===== src/rtl/slice_stream_reader.sv =====
// Array buffer loaded in bulk from a flattened bus. Any contiguous slice streams
// out on a valid/ready port, ascending when lo<=hi and descending otherwise.
module slice_stream_reader #(
    parameter int WIDTH = 8,
    parameter int DEPTH = 10,
    parameter int IDX_W = 4
) (
    input  logic                   clk,
    input  logic                   rst,
    input  logic                   load_en,
    input  logic [DEPTH*WIDTH-1:0] load_data,
    output logic                   load_drop,
    input  logic                   req_valid,
    output logic                   req_ready,
    input  logic [IDX_W-1:0]       req_lo,
    input  logic [IDX_W-1:0]       req_hi,
    output logic                   out_valid,
    input  logic                   out_ready,
    output logic [WIDTH-1:0]       out_data,
    output logic [IDX_W-1:0]       out_idx,
    output logic                   out_last,
    output logic                   err,
    output logic                   busy
);

    localparam logic [0:0] IDLE   = 1'b0;
    localparam logic [0:0] STREAM = 1'b1;

    // One extra bit so DEPTH stays representable when 2**IDX_W == DEPTH.
    localparam logic [IDX_W:0] DEPTH_W = DEPTH[IDX_W:0];

    logic [WIDTH-1:0] mem [DEPTH];
    logic [0:0]       state;
    logic [IDX_W-1:0] cur;
    logic [IDX_W-1:0] end_idx;
    logic             dir_down;
    logic             accept;
    logic             out_of_range;
    logic             at_end;

    assign req_ready    = (state == IDLE) & ~rst;
    assign accept       = req_valid & req_ready;
    assign out_of_range = ({1'b0, req_lo} >= DEPTH_W) | ({1'b0, req_hi} >= DEPTH_W);
    assign at_end       = (cur == end_idx);

    assign out_valid = (state == STREAM);
    assign busy      = (state == STREAM);
    assign out_idx   = cur;
    assign out_data  = mem[cur];
    // Gated by state: cur==end_idx also holds in IDLE after reset.
    assign out_last  = (state == STREAM) & at_end;

    always_ff @(posedge clk) begin
        if (rst) begin
            state     <= IDLE;
            cur       <= '0;
            end_idx   <= '0;
            dir_down  <= 1'b0;
            err       <= 1'b0;
            load_drop <= 1'b0;
            for (int unsigned i = 0; i < DEPTH; i++) begin
                mem[i] <= '0;
            end
        end else begin
            err       <= 1'b0;
            load_drop <= 1'b0;
            case (state)
                IDLE: begin
                    if (load_en) begin
                        for (int unsigned i = 0; i < DEPTH; i++) begin
                            mem[i] <= load_data[i*WIDTH +: WIDTH];
                        end
                    end
                    if (accept) begin
                        if (out_of_range) begin
                            err <= 1'b1;
                        end else begin
                            cur      <= req_lo;
                            end_idx  <= req_hi;
                            dir_down <= (req_lo > req_hi);
                            state    <= STREAM;
                        end
                    end
                end
                default: begin
                    // The array is frozen while streaming; late loads are reported.
                    if (load_en) begin
                        load_drop <= 1'b1;
                    end
                    if (out_ready) begin
                        if (at_end) begin
                            state <= IDLE;
                        end else if (dir_down) begin
                            cur <= cur - 1'b1;
                        end else begin
                            cur <= cur + 1'b1;
                        end
                    end
                end
            endcase
        end
    end

endmodule

===== config.mk =====
export PLATFORM = sky130hd
export DESIGN_NAME = slice_stream_reader
export DESIGN_NICKNAME = d
export VERILOG_FILES = /design/src/rtl/slice_stream_reader.sv
export SDC_FILE = /design/constraint.sdc
export NUM_CORES = 1
export LEC_CHECK = 0
export ABC_AREA = 1
export CORE_MARGIN = 2
export CORE_UTILIZATION = 63
export CTS_CLUSTER_DIAMETER = 50
export DETAILED_ROUTE_END_ITERATION = 12
export DONT_BUFFER_PORTS = 1
export PLACE_DENSITY = 0.81
export RECOVER_POWER = 25
export SLEW_MARGIN = 20
export SYNTH_ARGS = -nofsm -noshare
export SYNTH_HDL_FRONTEND = slang
export SYNTH_SLANG_ARGS = --single-unit

===== constraint.sdc =====
create_clock -name clk -period 8.5 [get_ports clk]
set_input_delay 1.275 -clock clk [delete_from_list [all_inputs] [get_ports clk]]
set_output_delay 1.275 -clock clk [all_outputs]
set_load 0.03 [all_outputs]

==> summary.md, run 1 <==
• **I/O Pins** 111
• **global-route total usage across every layer** 25.3%
• **Vert. Die Dim** 89.4 um
• **worst-case register-to-register setup slack** 4160 ps
• **Arr. time, crit path** 4460 ps
• **Critical Path Fanout Max** 80
• **Fin Clk Skew** 10.0 ps
• **vias post-DR** 3313
• **Initial DRC Count** 235
• **Post-Syn Instances** 522
• **data required time at the worst endpoint** 8380 ps
• **sw power** 0.296 mW
• **vias in the first global route** 3098
• **DR DRC count** 0
• **number of maximum-capacitance constraint violations** 1
• **Pwr Total** 1.02 mW
• **Post-Place Setup Slack** 4210 ps
• **startpoint of the tightest hold check path** end_idx[0]
• **hold-fix buffers at CTS** 0
• **Post-Layout Cell Count** 617
• **distinct cell type count of the synthesized netlist** 24
• **warnings from Yosys** 0
• **clock root buffer master** sky130_fd_sc_hd__clkbuf_8
• **later-pin clock latency in the skew report** 360 ps
• **total placed cells including tap cells** 601
• **WL final** 9480 um
• **min Tclk post-route** 4590 ps
• **Tightest Hold Check Type** reg2reg
• **power density of the placed cells** 210 nW/um^2
• **core footprint** 7180 um^2
• **endpoint of the worst register-to-register path** mem[0][4]
• **Worst Reg-to-Reg Cells** 2
• **Final HPWL DP** 6780 um
• **wire length of the first global-routing pass** 14800 um
• **Clock transition at path regs** 90 ps
• **Max Fclk** 218 MHz
• **Num Clock Sinks** 96
• **result of the run** finished with violations
• **unrepaired setup endpoints after global routing** false
• **setup bufs post-CTS** 0
• **area of the die** 8000 um^2
• **Final Max Slew Viols** 81
• **final setup slack of the worst path** 3910 ps
• **category of the most critical setup path** in2reg
• **total number of nets in the final design** 613
• **fraction of final layout cells sized beyond drive strength 1** 5.02%
• **Starting Density** 64.1%
• **Register Area** 2720 um^2
• **last element of the critical path** mem[0][4]
• **Detailed Routing Iterations Pass 1** 4
• **transition at the pin with the smallest max-transition slack** 4140 ps
• **width of the die** 89.4 um
• **Max transition margin** -176%
• **quantity of gates resized following cts** 0
• **sequential fraction of the synthesis area** 59.2%
• **setup TNS** 0 ps
• **switching power as a share of total power** 29.1%
• **count of endpoints failing hold in the final timing report** 0
• **Netlist Area Pre-Place** 4600 um^2
• **origin of the critical flop-to-flop path** busy
• **Lkg Pwr** 2.22 nW
• **maximum number of pins on one net before global-route repair** 81
• **proportion of power drawn by flip-flops and latches** 57.8%
• **synthesized area per cell** 8.81 um^2
• **post-route ant nets** 0
• **sum of overflow across all layers after global routing** 0
• **Comb pwr share** 13.6%
• **Area Overhead vs Synth** 5.33%
• **Internal Dissipation** 0.721 mW
• **kind of capture point of the worst setup path** register
• **cell row count** 31
• **number of vias per cell after detailed routing** 5.37
• **Critical Path Start Type** primary input
• **area of combinational cells with multiple inputs** 1390 um^2
• **Fillers** 579
• **TritonCTS clock tree** yes
• **number of buffers added on ports** 0
• **Clk network pwr share** 28.6%
• **ant diodes** 0
• **antenna violations before repair** 0
• **clock buffer depth** 2
• **hold_ws** 474 ps
• **number of failing setup endpoints in the final timing report** 0
• **clock buffer count from CTS** 9
• **number of levels in the clock H-tree** 3
• **routed wirelength normalized by instance count** 15.4 um
• **final RePlAce weighted congestion** 0.865
• **start point of the critical path** rst
• **maximum VDD drop** 0.113 mV
• **share of the cycle needed by the critical path after routing** 54.0%
• **number of flip-flops and latches in the synthesized netlist** 96
• **syn_nets** 622
• **violations in the final reports** capacitance limit, slew limit
-- sequential cells by signal, indices dropped and copies added, names as in the netlist, named ones only --
| signal | flops |
|---|---|
| err | 1 |
| end_idx | 4 |
| dir_down | 1 |
| mem | 80 |
| out_idx | 4 |
| load_drop | 1 |
| busy | 1 |
-- power groups by stage --
| stage | clock network [mW] | registers, mW | logic, mW |
|---|---|---|---|
| 2_1_floorplan | 0 | 0.582 | 0.121 |
| 3_3_place_gp | 0 | 0.595 | 0.135 |
| 3_5_place_dp | 0 | 0.595 | 0.140 |
| 4_1_cts | 0.298 | 0.585 | 0.141 |
| 5_1_grt | 0.314 | 0.592 | 0.157 |
| 6_report | 0.291 | 0.588 | 0.139 |
-- through the flow --
step                area (um^2)  utilization, %
global route               4840            67.5
CTS                        4850            67.6
detailed placement         4650            64.8
floorplan                  4600               -
global placement           4650            64.8
finish                     4840            67.5
-- cells in the mapped netlist --
master	n	area, um^2
sky130_fd_sc_hd__nor2_1	149	559
sky130_fd_sc_hd__inv_1	103	387
sky130_fd_sc_hd__edfxtp_1	80	2400
sky130_fd_sc_hd__o21ai_0	59	295
sky130_fd_sc_hd__nand2_1	34	128
sky130_fd_sc_hd__clkbuf_1	16	60.1
sky130_fd_sc_hd__dfxtp_1	16	320
sky130_fd_sc_hd__o211ai_1	16	120
sky130_fd_sc_hd__nand3_1	12	60.1
sky130_fd_sc_hd__a21oi_1	9	45.0
sky130_fd_sc_hd__ha_1	6	75.1
sky130_fd_sc_hd__buf_2	4	20.0
sky130_fd_sc_hd__o21ai_1	3	15.0
sky130_fd_sc_hd__inv_2	2	7.51
sky130_fd_sc_hd__nand2_2	2	12.5
sky130_fd_sc_hd__nor2_2	2	12.5
sky130_fd_sc_hd__o22ai_1	2	12.5
sky130_fd_sc_hd__and3_1	1	6.26
sky130_fd_sc_hd__buf_4	1	7.51
sky130_fd_sc_hd__buf_6	1	11.3
sky130_fd_sc_hd__clkinv_2	1	5.00
sky130_fd_sc_hd__fa_1	1	20.0
sky130_fd_sc_hd__or2_2	1	6.26
sky130_fd_sc_hd__xor2_1	1	8.76
-- kinds of logic after synthesis --
kind of cell    share of synthesized area (%)
buf+inv                                  10.8
xor+xnor                                0.191
flops                                    59.2
compound gates                           10.6
fa+ha+maj                                2.07
simple gates                             17.1
-- critical path, stage by stage --
cell                       delay [ps]
sky130_fd_sc_hd__inv_1            130
sky130_fd_sc_hd__o21ai_4           90
sky130_fd_sc_hd__clkbuf_1        2910
-- per-layer routing --
| metal | vias up | global-route usage [%] | routed length [um] |
|---|---|---|---|
| li1 | 1635 | - | - |
| met1 | 1535 | 32.6 | 3980 |
| met2 | 128 | 40.7 | 4680 |
| met3 | 15 | 7.57 | 679 |
| met4 | 0 | 9.36 | 149 |
| met5 | - | 0 | 0 |
-- layout make-up --
cell class	instances	area share, %
Clock buffer	10	3.07
Clock inverter	6	0.982
Tap cell	99	2.56
Timing Repair Buffer	2	0.233
Inverter	106	8.24
Multi-Input combinational cell	298	28.7
Sequential cell	96	56.3
-- worst min path at each step --
| stage | endpoint | slack [ps] | cells past startpoint |
|---|---|---|---|
| finish | end_idx[0] | 470 | 2 |
| global route | end_idx[0] | 500 | 2 |
| CTS | end_idx[0] | 480 | 2 |
| detailed placement | end_idx[0] | 460 | 2 |
| global placement | end_idx[2] | 450 | 2 |
| floorplan | end_idx[0] | 440 | 2 |
-- placed cells by master, fill, tap and decap left out, types with 2 or more instances in the layout --
cell,count
sky130_fd_sc_hd__nand3_1,12
sky130_fd_sc_hd__a21oi_1,9
sky130_fd_sc_hd__nor2_1,150
sky130_fd_sc_hd__ha_1,6
sky130_fd_sc_hd__edfxtp_1,80
sky130_fd_sc_hd__o22ai_1,2
sky130_fd_sc_hd__dfxtp_1,15
sky130_fd_sc_hd__o211ai_1,16
sky130_fd_sc_hd__nand2_1,33
sky130_fd_sc_hd__clkbuf_8,9
sky130_fd_sc_hd__clkinv_2,2
sky130_fd_sc_hd__clkinv_1,2
sky130_fd_sc_hd__nand2_2,3
sky130_fd_sc_hd__inv_6,3
sky130_fd_sc_hd__inv_1,102
sky130_fd_sc_hd__o21ai_1,3
sky130_fd_sc_hd__o21ai_0,58
No activity file was read; power rests on OpenSTA's default activity.
==> run 2: changes to the inputs <==
- CORE_UTILIZATION: 63 -> 57
- PLACE_DENSITY: 0.81 -> 0.77
- clock period: 8.5 -> 3.8 ns (I/O delays scaled with it)
==> run 2 against run 1 <==
Effect of this change: the flow still finishes with violations (capacitance limit, slew limit); clock power is 120% higher; power is 130% higher; global-route usage is 2.9 points lower; worst hold slack worse by 200 ps; combinational power grew to 2.6 times the previous value; sequential share of layout area is 0.90 points lower; die area is 10% higher; non-clock buffer count is 9 higher; largest cell class unchanged.
==> summary.md, run 2 (same netlist as run 1, synthesis figures left out) <==
• **result of the run** finished with violations
• **violations in the final reports** capacitance limit, slew limit
• **clock buffer depth** 2
• **cells along the critical path** o21ai_1 > buf_12
• **cell row count** 32
• **Clock transition at path regs** 90 ps
• **Critical Path Fanout Max** 56
• **Fillers** 654
• **Arr. time, crit path** 3090 ps
• **CP Buf/Inv Count** 1
• **family with the most delay on the worst path** compound AO/OA/AOI/OAI gates
• **area of the die** 8800 um^2
• **maximum VDD drop** 0.360 mV
• **Lkg Pwr** 2.26 nW
• **startpoint of the tightest hold check path** rst
• **Max transition margin** -41.1%
• **I/O Pins** 111
• **setup bufs post-CTS** 0
• **commonest non-fill, non-tap cells in the layout** sky130_fd_sc_hd__nor2_1 (150), sky130_fd_sc_hd__inv_1 (103), sky130_fd_sc_hd__edfxtp_1 (80), sky130_fd_sc_hd__o21ai_0 (58), sky130_fd_sc_hd__nand2_1 (33)
• **worst-case register-to-register setup slack** 730 ps
• **clock root buffer master** sky130_fd_sc_hd__clkbuf_8
• **maximum number of pins on one net before global-route repair** 57
• **number of vias per cell after detailed routing** 5.38
• **Final Max Slew Viols** 25
• **core footprint** 7770 um^2
• **number of levels in the clock H-tree** 3
• **max FFs per register** 80
• **Clk network pwr share** 28.0%
• **wire length of the first global-routing pass** 14800 um
• **hold-fix buffers at CTS** 0
• **register containing the most flip-flops in the final layout** mem
• **sw power** 0.652 mW
• **Starting Density** 59.2%
• **final RePlAce weighted congestion** 0.823
• **Worst Reg-to-Reg Cells** 2
• **slowest cell on the critical path** sky130_fd_sc_hd__o21ai_1
• **Final HPWL DP** 6800 um
• **largest stage delay on the critical path** 1720 ps
• **number of maximum-capacitance constraint violations** 1
• **count of endpoints failing hold in the final timing report** 0
• **Detailed Routing Iterations Pass 1** 5
• **kind of capture point of the worst setup path** register
• **vias in the first global route** 3107
• **post-route ant nets** 0
• **routed wirelength normalized by instance count** 15.3 um
• **global-route total usage across every layer** 22.4%
• **Critical Path Start Type** register
• **total number of nets in the final design** 622
• **proportion of power drawn by flip-flops and latches** 56.2%
• **Num Clock Sinks** 96
• **Fin Clk Skew** 12.8 ps
• **power density of the placed cells** 468 nW/um^2
• **number of buffers added on ports** 0
• **min Tclk post-route** 3070 ps
• **Post-Layout Cell Count** 628
• **endpoint of the worst register-to-register path** mem[3][2]
• **Tightest Hold Check Type** in2reg
• **Area Overhead vs Synth** 7.00%
• **Comb pwr share** 15.8%
• **vias post-DR** 3379
• **switching power as a share of total power** 28.3%
• **instance count along the most critical hold path** 1
• **total placed cells including tap cells** 613
• **fraction of final layout cells sized beyond drive strength 1** 5.70%
• **ant diodes** 0
• **antenna violations before repair** 0
• **quantity of gates resized following cts** 0
• **Vert. Die Dim** 93.8 um
• **WL final** 9630 um
• **share of the cycle needed by the critical path after routing** 80.8%
• **Internal Dissipation** 1.65 mW
• **commonest non-fill, non-tap cell in the layout** sky130_fd_sc_hd__nor2_1
• **data required time at the worst endpoint** 3820 ps
• **number of failing setup endpoints in the final timing report** 0
• **Max Fclk** 326 MHz
• **origin of the critical flop-to-flop path** busy
• **final cell utilization of the core** 63.3%
• **later-pin clock latency in the skew report** 350 ps
• **category of the most critical setup path** reg2reg
• **width of the die** 93.8 um
• **TritonCTS clock tree** yes
• **sum of overflow across all layers after global routing** 0
• **setup TNS** 0 ps
• **DR DRC count** 0
• **transition at the pin with the smallest max-transition slack** 2100 ps
• **Initial DRC Count** 222
• **clock buffer count from CTS** 9
• **unrepaired setup endpoints after global routing** false
run 2: routing by layer:
layer / track usage [%] / routed length [um] / share of wire [%]
met1: 30.6 / 4290 / 45
met2: 35.1 / 4600 / 48
met3: 4.57 / 536 / 5.6
met4: 9.30 / 200 / 2.1
met5: 0 / 0 / 0
run 2: how the worst max path moves through the flow:
stage / startpoint / slack, ps / cells past startpoint / to
2_1_floorplan: busy / 650 / 2 / mem[0][0]
3_3_place_gp: register / 1210 / 7 / out_data[4]
3_5_place_dp: register / 1200 / 7 / out_data[4]
4_1_cts: register / 810 / 7 / out_data[4]
5_1_grt: busy / 460 / 2 / mem[3][7]
6_report: busy / 730 / 2 / mem[3][2]
run 2: stage by stage:
stage / power [mW] / worst slack, ps / area (um^2) / hold slack [ps]
floorplan: 1.57 / 653 / 4600 / 444
global placement: 1.67 / 1210 / 4750 / 451
detailed placement: 1.68 / 1200 / 4750 / 461
CTS: 2.31 / 812 / 4930 / 256
global route: 2.39 / 464 / 4920 / 259
finish: 2.30 / 728 / 4920 / 271
run 2: power groups by stage:
stage          clock (mW)  sequential, mW  combinational (mW)
2_1_floorplan           0            1.29               0.272
3_3_place_gp            0            1.32               0.356
3_5_place_dp            0            1.32               0.364
4_1_cts             0.649            1.29               0.366
5_1_grt             0.689            1.30               0.404
6_report            0.645            1.29               0.363
run 2: worst register-to-register path, delay by kind of cell (launching register included):
kind                   cells  cell delay (ps)
AO/OA/AOI/OAI              1             1720
flip-flops                 1              610
buffers and inverters      1              380
run 2: layout make-up:
type / instances / area [um^2] / share of cell area, %
Inverter: 106 / 399 / 8.11
Timing Repair Buffer: 11 / 108 / 2.19
Sequential cell: 96 / 2720 / 55.4
Tap cell: 102 / 128 / 2.59
Multi-Input combinational cell: 298 / 1380 / 28.0
Clock buffer: 9 / 124 / 2.52
Clock inverter: 6 / 61.3 / 1.25
